**src/rtl/bw_mul_pkg.sv**
```systemverilog
// Shared definitions for the sequential Baugh-Wooley multiplier.
//   state_t       : FSM encoding (IDLE, RUN, DONE), also exported on the debug port.
//   bw_correction : constant added with the last row in signed mode,
//                   (1 << width) + (1 << (2*width-1)), returned in 64 bits.
package bw_mul_pkg;

  typedef enum logic [1:0] {
    IDLE = 2'd0,
    RUN  = 2'd1,
    DONE = 2'd2
  } state_t;

  // width is at least 2, so the two set bits never coincide and OR equals ADD.
  function automatic logic [63:0] bw_correction(input int width);
    return (64'd1 << width) | (64'd1 << (2 * width - 1));
  endfunction

endpackage

```
**src/rtl/bw_mul_seq_pp_row.sv**
```systemverilog
// One Baugh-Wooley partial-product row (purely combinational).
//   i_a         : latched multiplicand
//   i_b_bit     : multiplier bit b[i] for this row
//   i_row       : row index i
//   i_is_signed : 1 = apply the Baugh-Wooley inversions
//   o_row       : WIDTH-bit row, bit j = a[j] & b[i] (inverted where required)
module bw_pp_row #(
  parameter int WIDTH = 4,
  parameter int CNT_W = $clog2(WIDTH) + 1
) (
  input  logic [WIDTH-1:0] i_a,
  input  logic             i_b_bit,
  input  logic [CNT_W-1:0] i_row,
  input  logic             i_is_signed,
  output logic [WIDTH-1:0] o_row
);

  logic w_last_row;
  assign w_last_row = (i_row == CNT_W'(WIDTH - 1));

  // A term is inverted when exactly one of (j is the top column, i is the
  // top row) holds; the corner term a[W-1]&b[W-1] keeps its true polarity.
  always_comb begin
    o_row = '0;
    for (int j = 0; j < WIDTH; j++) begin
      o_row[j] = i_a[j] & i_b_bit;
      if (i_is_signed && ((j == WIDTH - 1) != w_last_row)) begin
        o_row[j] = ~(i_a[j] & i_b_bit);
      end
    end
  end

endmodule

```
**src/rtl/bw_mul_seq.sv**
```systemverilog
// Iterative WIDTH x WIDTH Baugh-Wooley multiplier, one partial-product row
// per clock, signed or unsigned per operand pair.
//   clk, rst              : clock, asynchronous active-high reset
//   in_valid / in_ready   : operand handshake (a, b, is_signed)
//   out_valid / out_ready : result handshake (p)
//   dbg_state             : current FSM state, for observation only
//
// Handshake rule: a transfer happens on a rising edge where valid and ready
// are both high. in_ready is high only in IDLE and out_valid only in DONE, so
// at most one operation is in flight; in_valid outside IDLE is ignored.
module bw_mul_seq
  import bw_mul_pkg::*;
#(
  parameter int WIDTH = 4
) (
  input  logic               clk,
  input  logic               rst,
  input  logic               in_valid,
  output logic               in_ready,
  input  logic [WIDTH-1:0]   a,
  input  logic [WIDTH-1:0]   b,
  input  logic               is_signed,
  output logic               out_valid,
  input  logic               out_ready,
  output logic [2*WIDTH-1:0] p,
  output state_t             dbg_state
);

  localparam int CNT_W = $clog2(WIDTH) + 1;
  localparam int PW    = 2 * WIDTH;
  localparam logic [63:0]      CORR_FULL = bw_correction(WIDTH);
  localparam logic [PW-1:0]    CORR      = CORR_FULL[PW-1:0];
  localparam logic [CNT_W-1:0] LAST_ROW  = CNT_W'(WIDTH - 1);

  state_t           r_state;
  state_t           w_next_state;
  logic [WIDTH-1:0] r_a;
  logic [WIDTH-1:0] r_b;
  logic             r_signed;
  logic [CNT_W-1:0] r_cnt;
  logic [PW-1:0]    r_acc;
  logic [PW-1:0]    r_p;

  logic             w_last;
  logic [WIDTH-1:0] w_b_shift;
  logic [WIDTH-1:0] w_row;
  logic [PW-1:0]    w_row_sh;
  logic [PW-1:0]    w_corr_add;
  logic [PW-1:0]    w_acc_next;

  assign w_last    = (r_state == RUN) && (r_cnt == LAST_ROW);
  // Select b[i] by shifting, which keeps the counter wider than a bit index.
  assign w_b_shift = r_b >> r_cnt;

  bw_pp_row #(
    .WIDTH (WIDTH),
    .CNT_W (CNT_W)
  ) u_row (
    .i_a         (r_a),
    .i_b_bit     (w_b_shift[0]),
    .i_row       (r_cnt),
    .i_is_signed (r_signed),
    .o_row       (w_row)
  );

  // Sum is modulo 2^PW: carries past the top bit fall off naturally.
  assign w_row_sh   = {{WIDTH{1'b0}}, w_row} << r_cnt;
  assign w_corr_add = (w_last && r_signed) ? CORR : '0;
  assign w_acc_next = r_acc + w_row_sh + w_corr_add;

  always_ff @(posedge clk or posedge rst) begin
    if (rst) begin
      r_state <= IDLE;
    end else begin
      r_state <= w_next_state;
    end
  end

  always_comb begin
    w_next_state = r_state;
    in_ready     = 1'b0;
    out_valid    = 1'b0;
    case (r_state)
      IDLE: begin
        in_ready = 1'b1;
        if (in_valid) w_next_state = RUN;
      end
      RUN: begin
        if (r_cnt == LAST_ROW) w_next_state = DONE;
      end
      DONE: begin
        out_valid = 1'b1;
        if (out_ready) w_next_state = IDLE;
      end
      default: w_next_state = IDLE;
    endcase
  end

  always_ff @(posedge clk or posedge rst) begin
    if (rst) begin
      r_a      <= '0;
      r_b      <= '0;
      r_signed <= 1'b0;
      r_cnt    <= '0;
      r_acc    <= '0;
      r_p      <= '0;
    end else begin
      if (r_state == IDLE && in_valid) begin
        r_a      <= a;
        r_b      <= b;
        r_signed <= is_signed;
        r_cnt    <= '0;
        r_acc    <= '0;
      end
      if (r_state == RUN) begin
        r_acc <= w_acc_next;
        r_cnt <= r_cnt + 1'b1;
        // Result gets its own register so it stays put after the handshake
        // while the accumulator is recycled by the next operation.
        if (w_last) r_p <= w_acc_next;
      end
    end
  end

  assign p         = r_p;
  assign dbg_state = r_state;

endmodule

```
**config.mk**
```make
export PLATFORM = sky130hd
export DESIGN_NAME = bw_mul_seq
export DESIGN_NICKNAME = d
export VERILOG_FILES = /design/src/rtl/bw_mul_pkg.sv /design/src/rtl/bw_mul_seq_pp_row.sv /design/src/rtl/bw_mul_seq.sv
export SDC_FILE = /design/constraint.sdc
export NUM_CORES = 1
export LEC_CHECK = 0
export ABC_AREA = 1
export CORE_UTILIZATION = 40
export CTS_CLUSTER_SIZE = 25
export DETAILED_ROUTE_END_ITERATION = 16
export PLACE_DENSITY = 0.69
export SETUP_SLACK_MARGIN = 0.4
export SLEW_MARGIN = 20
export SYNTH_ARGS = -nofsm -noshare
export SYNTH_HDL_FRONTEND = slang
export SYNTH_SLANG_ARGS = --single-unit
```
**constraint.sdc**
```tcl
create_clock -name clk -period 4 [get_ports clk]
set_input_delay 0.6 -clock clk [delete_from_list [all_inputs] [get_ports clk]]
set_output_delay 0.6 -clock clk [all_outputs]
set_load 0.005 [all_outputs]
```
==> results of run 1 <==
[stage by stage]
step	hold WS (ns)	area [um2]	std cells	worst slack (ns)	total power [mW]
after global routing	0.514	2360	319	0.340	2.47
after detailed placement	0.472	2150	307	0.259	1.78
after floorplan	0.459	1850	233	0.661	1.44
after CTS	0.488	2270	314	0.403	2.12
final	0.484	2360	319	0.620	2.23
after global placement	0.469	2150	307	0.386	1.75
[worst max-delay path, stage by stage (launching register included)]
cell and delay, ns:
dfrtp_2 0.45, ha_1 0.23, ha_4 0.19, nor2_4 0.12, inv_1 0.06, nand2_1 0.09
nand3_1 0.11, a22o_1 0.27, a21oi_2 0.14, fa_1 0.45, ha_4 0.31, nand2_1 0.06
o21ai_2 0.16, nand2_1 0.07, nand2_1 0.05, nand2_1 0.06, nand2_1 0.06, nand2_1 0.05
nand2_1 0.08, nand3_2 0.09, nand3_1 0.09, nand2_1 0.05
[Yosys cell counts]
cell type  number
nor2_2          3
inv_2           2
inv_1          26
nand4_1         1
a22o_1          1
o21ai_1         1
nor2_1          7
a21oi_1         6
buf_6           2
nand3_2         5
ha_1           14
nand2_2         3
nor2_4          1
xor2_1          4
dfrtp_1        30
o22ai_1         2
fa_1            2
o31ai_1         1
nand2_4         1
clkbuf_1        3
xnor2_1         2
nand3_1        20
o21ai_0        24
nand2_1        72
[cell families after synthesis]
group,count (synthesis)
AO/OA/AOI/OAI,35
XOR/XNOR,6
adder cells (fa/ha/maj),16
buffers and inverters,33
flip-flops,30
AND/OR/NAND/NOR,113
[power breakdown]
part	internal, mW	switching (mW)	total (mW)
Clock	0.199	0.111	0.310
Sequential	0.452	0.106	0.558
Combinational	0.575	0.784	1.36
[cell type report]
type | count | area [um2] | share of cell area (%)
well taps | 52 | 65.1 | 2.76
inverters | 28 | 105 | 4.46
multi-input cells | 170 | 1020 | 43.2
repair buffers | 32 | 300 | 12.7
clock inverters | 1 | 30.0 | 1.27
clock buffers | 6 | 82.6 | 3.51
flip-flops and latches | 30 | 754 | 32.0
[final timing paths]
| check | slack, ns | endpoint | depth (start not counted) |
|---|---|---|---|
| hold / removal | 0.48 | p[3] | 2 |
| setup / recovery | 0.62 | p[7] | 21 |
| hold reg to reg | 0.48 | p[3] | 2 |
| min in group asynchronous | 0.70 | r_a[2] | 3 |
| setup reg to reg | 0.62 | p[7] | 21 |
| max in group asynchronous | 3.00 | r_cnt[0] | 3 |
[metal layers]
metal  part of all wire [%]  vias to the layer above  routed length (um)
li1                       -                      820                   -
met1                     45                      760                1900
met2                     48                       43                1990
met3                    5.1                       10                 214
met4                    1.9                        0                  80
met5                      0                        -                   0
[sequential cells by signal (all words and copies together), names as in the netlist]
signal / count
r_signed: 1
r_cnt: 3
r_acc: 8
dbg_state: 2
r_a: 4
r_b: 4
p: 8
[what timing repair did]
item | CTS | global route
setup endpoints to repair | 2 | 3
pin swaps | 0 | 2
buffers inserted | 0 | 5
hold buffers | 0 | 0
gates resized for setup | 3 | 13
==> flow_summary.toml, run 1 <==
[floorplanning]
dieArea_um2 = 4910
boundaryPins = 25
rows = 24
die_w_um = 70.1
core_um2 = 4410
start_util_pct = 42.0
die_y_um = 70.1

[cts]
clkTransAtPathRegs_ns = 0.06
htreeDepth = 2
root_buffer = "clkbuf_8"
ctsLongestPathBuffers = 2
cts_buffers = 5
clkLatencyLatePin_ns = 0.28
cts_tree = "done"
clock-sinks = 30

[layout]
final_cell_mix = "71 x nand2_1, 27 x dfrtp_1, 25 x inv_1"
n_antenna_cell = 0
final_common_cell = "nand2_1"
nets = 296
utilization_pct = 53.4
drive_above_1_share_pct = 15.7
fillers = 418
syn_to_final_growth_pct = 27.1

[drt]
viasPerCell = 5.12
drc = 0
drtAntennaViolNets = 0
routedWlPerCell_um = 13.1
wl_um = 4190
first_pass_iters = 4
first_iter_violations = 58
vias = 1633

[synth]
yosys.area_share.simple_pct = 27.7
synth_top_cell_by_area = "dfrtp_1"
synthAdderAreaFrac_pct = 11.6
synthTopCellsByArea = "dfrtp_1 40%, nand2_1 15%, ha_1 9.4%, o21ai_0 6.5%, nand3_1 5.4%"
synth-seq-area-share_pct = 40.5
synth.avg_cell_area_um2 = 7.96
syn_inst = 233
synth_compound_area_share_pct = 9.92
synth_xor_area_share_pct = 2.83
yosys_warnings = 0
synth.distinct_cells = 24
syn_nets = 262
syn_area_um2 = 1850
synth_top_area_share_pct = 40.5
synth_top_family_by_area = "simple AND/OR/NAND/NOR gates"
synthMuxAreaShare_pct = 0
ys_ff_latch = 30

[timing]
grt_setup_unrepaired = "no"
skew_ns = 0.00352
fmax_ghz = 0.296
tightest_slew_ns = 0.547
finalHoldViolations = 0
post-route-min-period_ns = 3.38
slew_headroom_pct = 63.5
setup_viol = 0
maxSlewViolCount = 0
finalSetupTns_ns = 0
timing.final.crit_share_pct = 84.5

[setup_path]
start_kind = "flop"
critical_path_class = "reg -> reg"
critPathArrivalTime_ns = 3.55
crit_fanout = 6
crit-reg2reg-launch = "r_cnt[1]"
required_ns = 4.17
startpoint = "r_cnt[1]"
cp-end-kind = "flop"

[grt]
gr-total-overflow = 0
grt_most_used_layer = "met2"
grt_util_met1_pct = 23.3
grt_pass1_wl_um = 7160
met2_usage_pct = 29.8
grt_max_degree = 31
grt_pass1_vias = 1592
grtUsageTotal_pct = 18.6
antenna_found_initial = 0
met3_usage_pct = 5.63

[worst_hold_path]
hold_path.startpoint = "p[3]"
min_path_type = "reg -> reg"

[power_and_ir_drop]
p_leak_nw = 1.17
powerDensity_nw_per_um2 = 945
vdd_ir_drop_max_mv = 0.446

[place]
io_buffers = 24
gp_congestion = 0.943
hpwl_um = 2890

[outcome]
outcome = "finished, final reports clean"

[flow_run]
drv_cap = 0
Note: power is estimated with default switching activity, not from simulation.
==> run 2: changes to the inputs <==
Clock period 4 ns to 3.53 ns, I/O delays scaled along.
==> run 2 against run 1 <==
Effect of this change:
- combinational power increased by 81%
- count of clock-buffer cells in the layout unchanged
- total power increased by 60%
- register-to-register slack got worse by 0.47 ns
- worst hold slack improved by 0.0045 ns
- final cell count increased by 12%
- critical endpoint is now r_acc[7]
- largest power group unchanged
==> flow_summary.toml, run 2 (synthesized netlist as in run 1, its figures left out) <==
[power_and_ir_drop]
p_int_mw = 1.95
powerDensity_nw_per_um2 = 1230
clock_power_share_pct = 12.3
vdd_ir_drop_max_mv = 0.588
switching_share_pct = 45.2
switchingPower_mw = 1.61
power.total_mw = 3.55
power_frac_comb_pct = 69.3
seq_power_share_pct = 18.3
p_leak_nw = 1.39

[timing]
tightest_slew_ns = 0.565
post-route-min-period_ns = 3.38
slew_headroom_pct = 62.2
fmax_ghz = 0.296
hold_ws_ns = 0.488
setup_viol = 0
timing.final.crit_share_pct = 95.8
maxSlewViolCount = 0
finalSetupTns_ns = 0
finalHoldViolations = 0
grt_setup_unrepaired = "yes"
skew_ns = 0.00896

[floorplanning]
start_util_pct = 42.0
boundaryPins = 25
die_w_um = 70.1
rows = 24
core_um2 = 4410
dieArea_um2 = 4910
die_y_um = 70.1

[cts]
clkLatencyLatePin_ns = 0.29
hold_buffers = 0
cts_tree = "done"
htreeDepth = 2
ctsLongestPathBuffers = 2
cts_buffers = 5
clock-sinks = 30
clkTransAtPathRegs_ns = 0.07
root_buffer = "clkbuf_8"

[setup_path]
critical_path_class = "reg -> reg"
required_ns = 3.76
cp_slowest_stage_delay_ns = 0.47
critPathArrivalTime_ns = 3.61
start_kind = "flop"
path_common_cell = "nand2_1"
cp-end-kind = "flop"
cp_slowest_cell = "dfrtp_2"
path_cells = "buf_12 > nor2_4 > nand3_4 > nand2_4 > nand2_2 > nand2_2 > nand3_2 > a22o_1 > a21oi_2 > fa_1 > ha_4 > nand2_2 > o21ai_2 > nand2_1 > nand2_1 > nand2_1 > nand2_1 > nand2_1 > nand2_2 > inv_1 > nand2_2 > nand3_2 > nand2_1"
crit_fanout = 5

[drt]
drc = 0
routedWlPerCell_um = 17.3
wl_um = 6160
first_iter_violations = 215
drtAntennaViolNets = 0
first_pass_iters = 5
vias = 1978
viasPerCell = 5.56

[layout]
fillers = 323
syn_to_final_growth_pct = 56.3
instances_no_fill = 356
multi_input_area_um2 = 1230
n_antenna_cell = 0
final_common_cell = "nand2_1"
utilization_pct = 65.6
final_cell_mix = "55 x nand2_1, 39 x buf_4, 28 x dfrtp_1"
drive_above_1_share_pct = 39.8
nets = 332
area.sequential_um2 = 753

[flow_run]
drv_cap = 0

[place]
hpwl_um = 2800
io_buffers = 24
place_inst = 307
gp_congestion = 0.907

[grt]
grt_max_degree = 31
grt_util_met1_pct = 28.8
grt_pass1_vias = 1925
antenna_found_initial = 0
met3_usage_pct = 5.63
gr-total-overflow = 0
grtUsageTotal_pct = 23.5
grt_most_used_layer = "met2"
grt_pass1_wl_um = 8990
met2_usage_pct = 38.0

[worst_hold_path]
min_path_type = "reg -> reg"

[outcome]
outcome = "finished, final reports clean"
-- run 2: worst paths after layout --
path	from	to	slack (ns)	cells past startpoint
max reg2reg	r_cnt[2]	r_acc[7]	0.15	23
max in group asynchronous	rst	r_cnt[2]	2.61	3
max	r_cnt[2]	r_acc[7]	0.15	23
min reg2reg	p[5]	p[5]	0.49	2
min in group asynchronous	rst	r_a[0]	0.62	3
min	p[5]	p[5]	0.49	2
-- run 2: repair_timing --
| item | 4_1_cts | 5_1_grt |
|---|---|---|
| resized for setup | 32 | 38 |
| setup buffers | 30 | 10 |
| setup endpoints to repair | 6 | 8 |
| pin swaps | 19 | 23 |
| hold endpoints to repair | 0 | 0 |
| gates cloned | 1 | 0 |
-- run 2: per-layer routing --
metal	up-vias	wire (um)	share of wire (%)
li1	893	-	-
met1	951	2410	39
met2	95	2980	48
met3	39	395	6.4
met4	0	372	6.0
met5	-	0	0
-- run 2: critical path, delay by kind of cell (launching register included) --
kind            cells  cell delay [ns]
simple gates       16             1.26
fa+ha+maj           2             0.79
compound gates      3             0.56
flops               1             0.47
buf+inv             2             0.21
-- run 2: power by group through the flow --
| stage | logic, mW | registers (mW) | clock network, mW |
|---|---|---|---|
| after floorplan | 1.09 | 0.603 | 0 |
| after global placement | 1.40 | 0.625 | 0 |
| after detailed placement | 1.44 | 0.625 | 0 |
| after CTS | 1.91 | 0.637 | 0.440 |
| after global routing | 2.67 | 0.667 | 0.461 |
| final | 2.46 | 0.650 | 0.439 |
-- run 2: cell type report --
| cell class | count | share of cell area (%) |
|---|---|---|
| clock inverter | 2 | 2.07 |
| clock buffer | 6 | 2.85 |
| multi-input combinational | 171 | 42.4 |
| inverter | 28 | 4.23 |
| sequential | 30 | 26.0 |
| timing repair buffer | 67 | 20.3 |
| tap | 52 | 2.25 |
-- run 2: per-stage QoR --
step	cell area [um2]	worst slack [ns]
global placement	2180	0.166
detailed placement	2180	0.0800
floorplan	1880	0.418
finish	2900	0.148
global route	2900	-0.0557
CTS	2670	0.354
==> run 3: changes to the inputs <==
Settings changed: REMOVE_ABC_BUFFERS set to 1.
==> run 3 against run 2 <==
Effect of this change:
- global-route usage down 4.0 points
- clock power down 41%
- register-to-register slack gained 0.15 ns
- setup slack better by 0.15 ns
- critical path type unchanged
- final cell count fell by 6.7%
- total power down 21%
- critical path depth rose by 1
- sequential share of layout area rose by 3.4 points
- via count fell by 14%
- design area is 12% lower
==> flow_summary.toml, run 3 (synthesized netlist as in run 1, its figures left out) <==
[power_and_ir_drop]
p_leak_nw = 1.23
vdd_ir_drop_max_mv = 0.528
powerDensity_nw_per_um2 = 1100

[cts]
root_buffer = "clkbuf_8"
clkLatencyLatePin_ns = 0.28
cts_tree = "done"
ctsLongestPathBuffers = 2
clock-sinks = 30
clkTransAtPathRegs_ns = 0.06
htreeDepth = 2
hold_buffers = 0
cts_buffers = 5

[flow_run]
drv_cap = 0

[drt]
first_pass_iters = 4
drtAntennaViolNets = 0
wl_um = 4460
viasPerCell = 5.13
vias = 1704
drc = 0
routedWlPerCell_um = 13.4
first_iter_violations = 79

[timing]
post-route-min-period_ns = 3.23
timing.final.crit_share_pct = 91.5
finalSetupTns_ns = 0
slew_headroom_pct = 64.6
skew_ns = 0.00190
grt_setup_unrepaired = "yes"
finalHoldViolations = 0
fmax_ghz = 0.310
tightest_slew_ns = 0.530
setup_viol = 0
maxSlewViolCount = 0

[setup_path]
start_kind = "flop"
crit_fanout = 8
path_common_cell = "nand2_1"
critPathTopFamily = "simple AND/OR/NAND/NOR gates"
cp.depth = 24
cp-end-kind = "flop"
r2r_cells = 24
cp_slowest_cell = "dfrtp_1"
crit-reg2reg-launch = "r_cnt[0]"
startpoint = "r_cnt[0]"
critPathArrivalTime_ns = 3.41
critPathBufInv = 5
rr_endpoint = "r_acc[7]"
cp_slowest_stage_delay_ns = 0.42
required_ns = 3.71
critical_path_class = "reg -> reg"
path_cells = "buf_6 > inv_4 > nand2_1 > nand3_2 > nand2_2 > nand3_2 > nand4_1 > buf_4 > buf_4 > nor2_4 > ha_2 > ha_2 > inv_1 > fa_2 > o21ai_2 > nand2_1 > nand2_1 > nand2_1 > nand2_1 > nand2_1 > nand2_2 > nand3_2 > nand3_2 > nand2_1"
r2r_slack_ns = 0.30
critPathCapture = "r_acc[7]"

[place]
hpwl_um = 2850
place_inst = 312
gp_congestion = 0.889
io_buffers = 24

[grt]
gr-total-overflow = 0
grt_pass1_vias = 1642
grt_max_degree = 31
grt_pass1_wl_um = 7500
grtUsageTotal_pct = 19.4
antenna_found_initial = 0

[layout]
syn_to_final_growth_pct = 38.2
drive_above_1_share_pct = 27.9
instances_no_fill = 332
final_common_cell = "nand2_1"
nets = 309
n_antenna_cell = 0
final_cell_mix = "62 x nand2_1, 28 x dfrtp_1, 25 x inv_1"
fillers = 384

[floorplanning]
dieArea_um2 = 4910
boundaryPins = 25
core_um2 = 4410
die_w_um = 70.1
rows = 24
start_util_pct = 42.0
die_y_um = 70.1

[outcome]
outcome = "finished, final reports clean"

[worst_hold_path]
min_path_type = "reg -> reg"
-- run 3: cell types whose count changed in the layout (fill, tap and decap cells not counted), moves of 3 or more --
| cell | previous run | this run |
|---|---|---|
| nor2_2 | 6 | 3 |
| inv_1 | 22 | 25 |
| buf_4 | 39 | 17 |
| nand2_1 | 55 | 62 |
| nand2_2 | 20 | 13 |
| nand3_1 | 10 | 14 |
| nand3_2 | 13 | 10 |
-- run 3: area by class of cell --
cell class / instances / area (um2) / share of cell area, %
clock buffers: 7 / 76.3 / 2.98
inverters: 28 / 110 / 4.30
multi-input cells: 171 / 1160 / 45.1
flip-flops and latches: 30 / 753 / 29.4
well taps: 52 / 65.1 / 2.54
repair buffers: 44 / 402 / 15.7
-- run 3: how the worst min path moves through the flow --
stage	cells past startpoint	end	slack, ns	startpoint
detailed placement	2	p[7]	0.47	p[7]
global route	2	p[6]	0.49	p[6]
global placement	2	p[6]	0.46	p[6]
finish	2	p[7]	0.48	p[7]
CTS	2	p[7]	0.48	p[7]
floorplan	2	r_acc[0]	0.46	r_acc[0]
-- run 3: report_power, final --
part | leakage (nW) | internal, mW | switching, mW
clock | 0.0383 | 0.135 | 0.125
combinational | 0.813 | 0.867 | 1.05
sequential | 0.375 | 0.510 | 0.125
total | 1.23 | 1.51 | 1.30
-- run 3: what timing repair did --
item | CTS | global route
gates cloned | 1 | 0
setup buffers | 12 | 0
hold endpoints to repair | 0 | 0
resized for setup | 32 | 22
pin swaps | 19 | 13
endpoints found under the setup margin | 6 | 6
-- run 3: routing by layer --
| layer | vias up | share of wire [%] | global-route usage (%) |
|---|---|---|---|
| met2 | 50 | 47 | 30.2 |
| met1 | 796 | 45 | 25.3 |
| met5 | - | 0 | 0 |
| li1 | 847 | - | - |
| met4 | 0 | 1.7 | 7.56 |
| met3 | 11 | 6.7 | 5.92 |
-- run 3: tightest hold or removal path: stages, from the launching register on --
cell and delay, ns:
dfrtp_1 0.34, nand2_1 0.05, nand2_1 0.05
-- run 3: per-stage QoR --
step	hold slack [ns]	utilization, %	total power, mW	worst slack (ns)	area, um2
final	0.477	58.0	2.81	0.301	2560
after global routing	0.494	58.0	3.08	0.0460	2560
after CTS	0.484	56.3	2.63	0.383	2480
after detailed placement	0.467	49.5	2.04	0.0260	2190
after global placement	0.464	49.5	2.00	0.0538	2190
after floorplan	0.459	-	1.60	0.112	1820
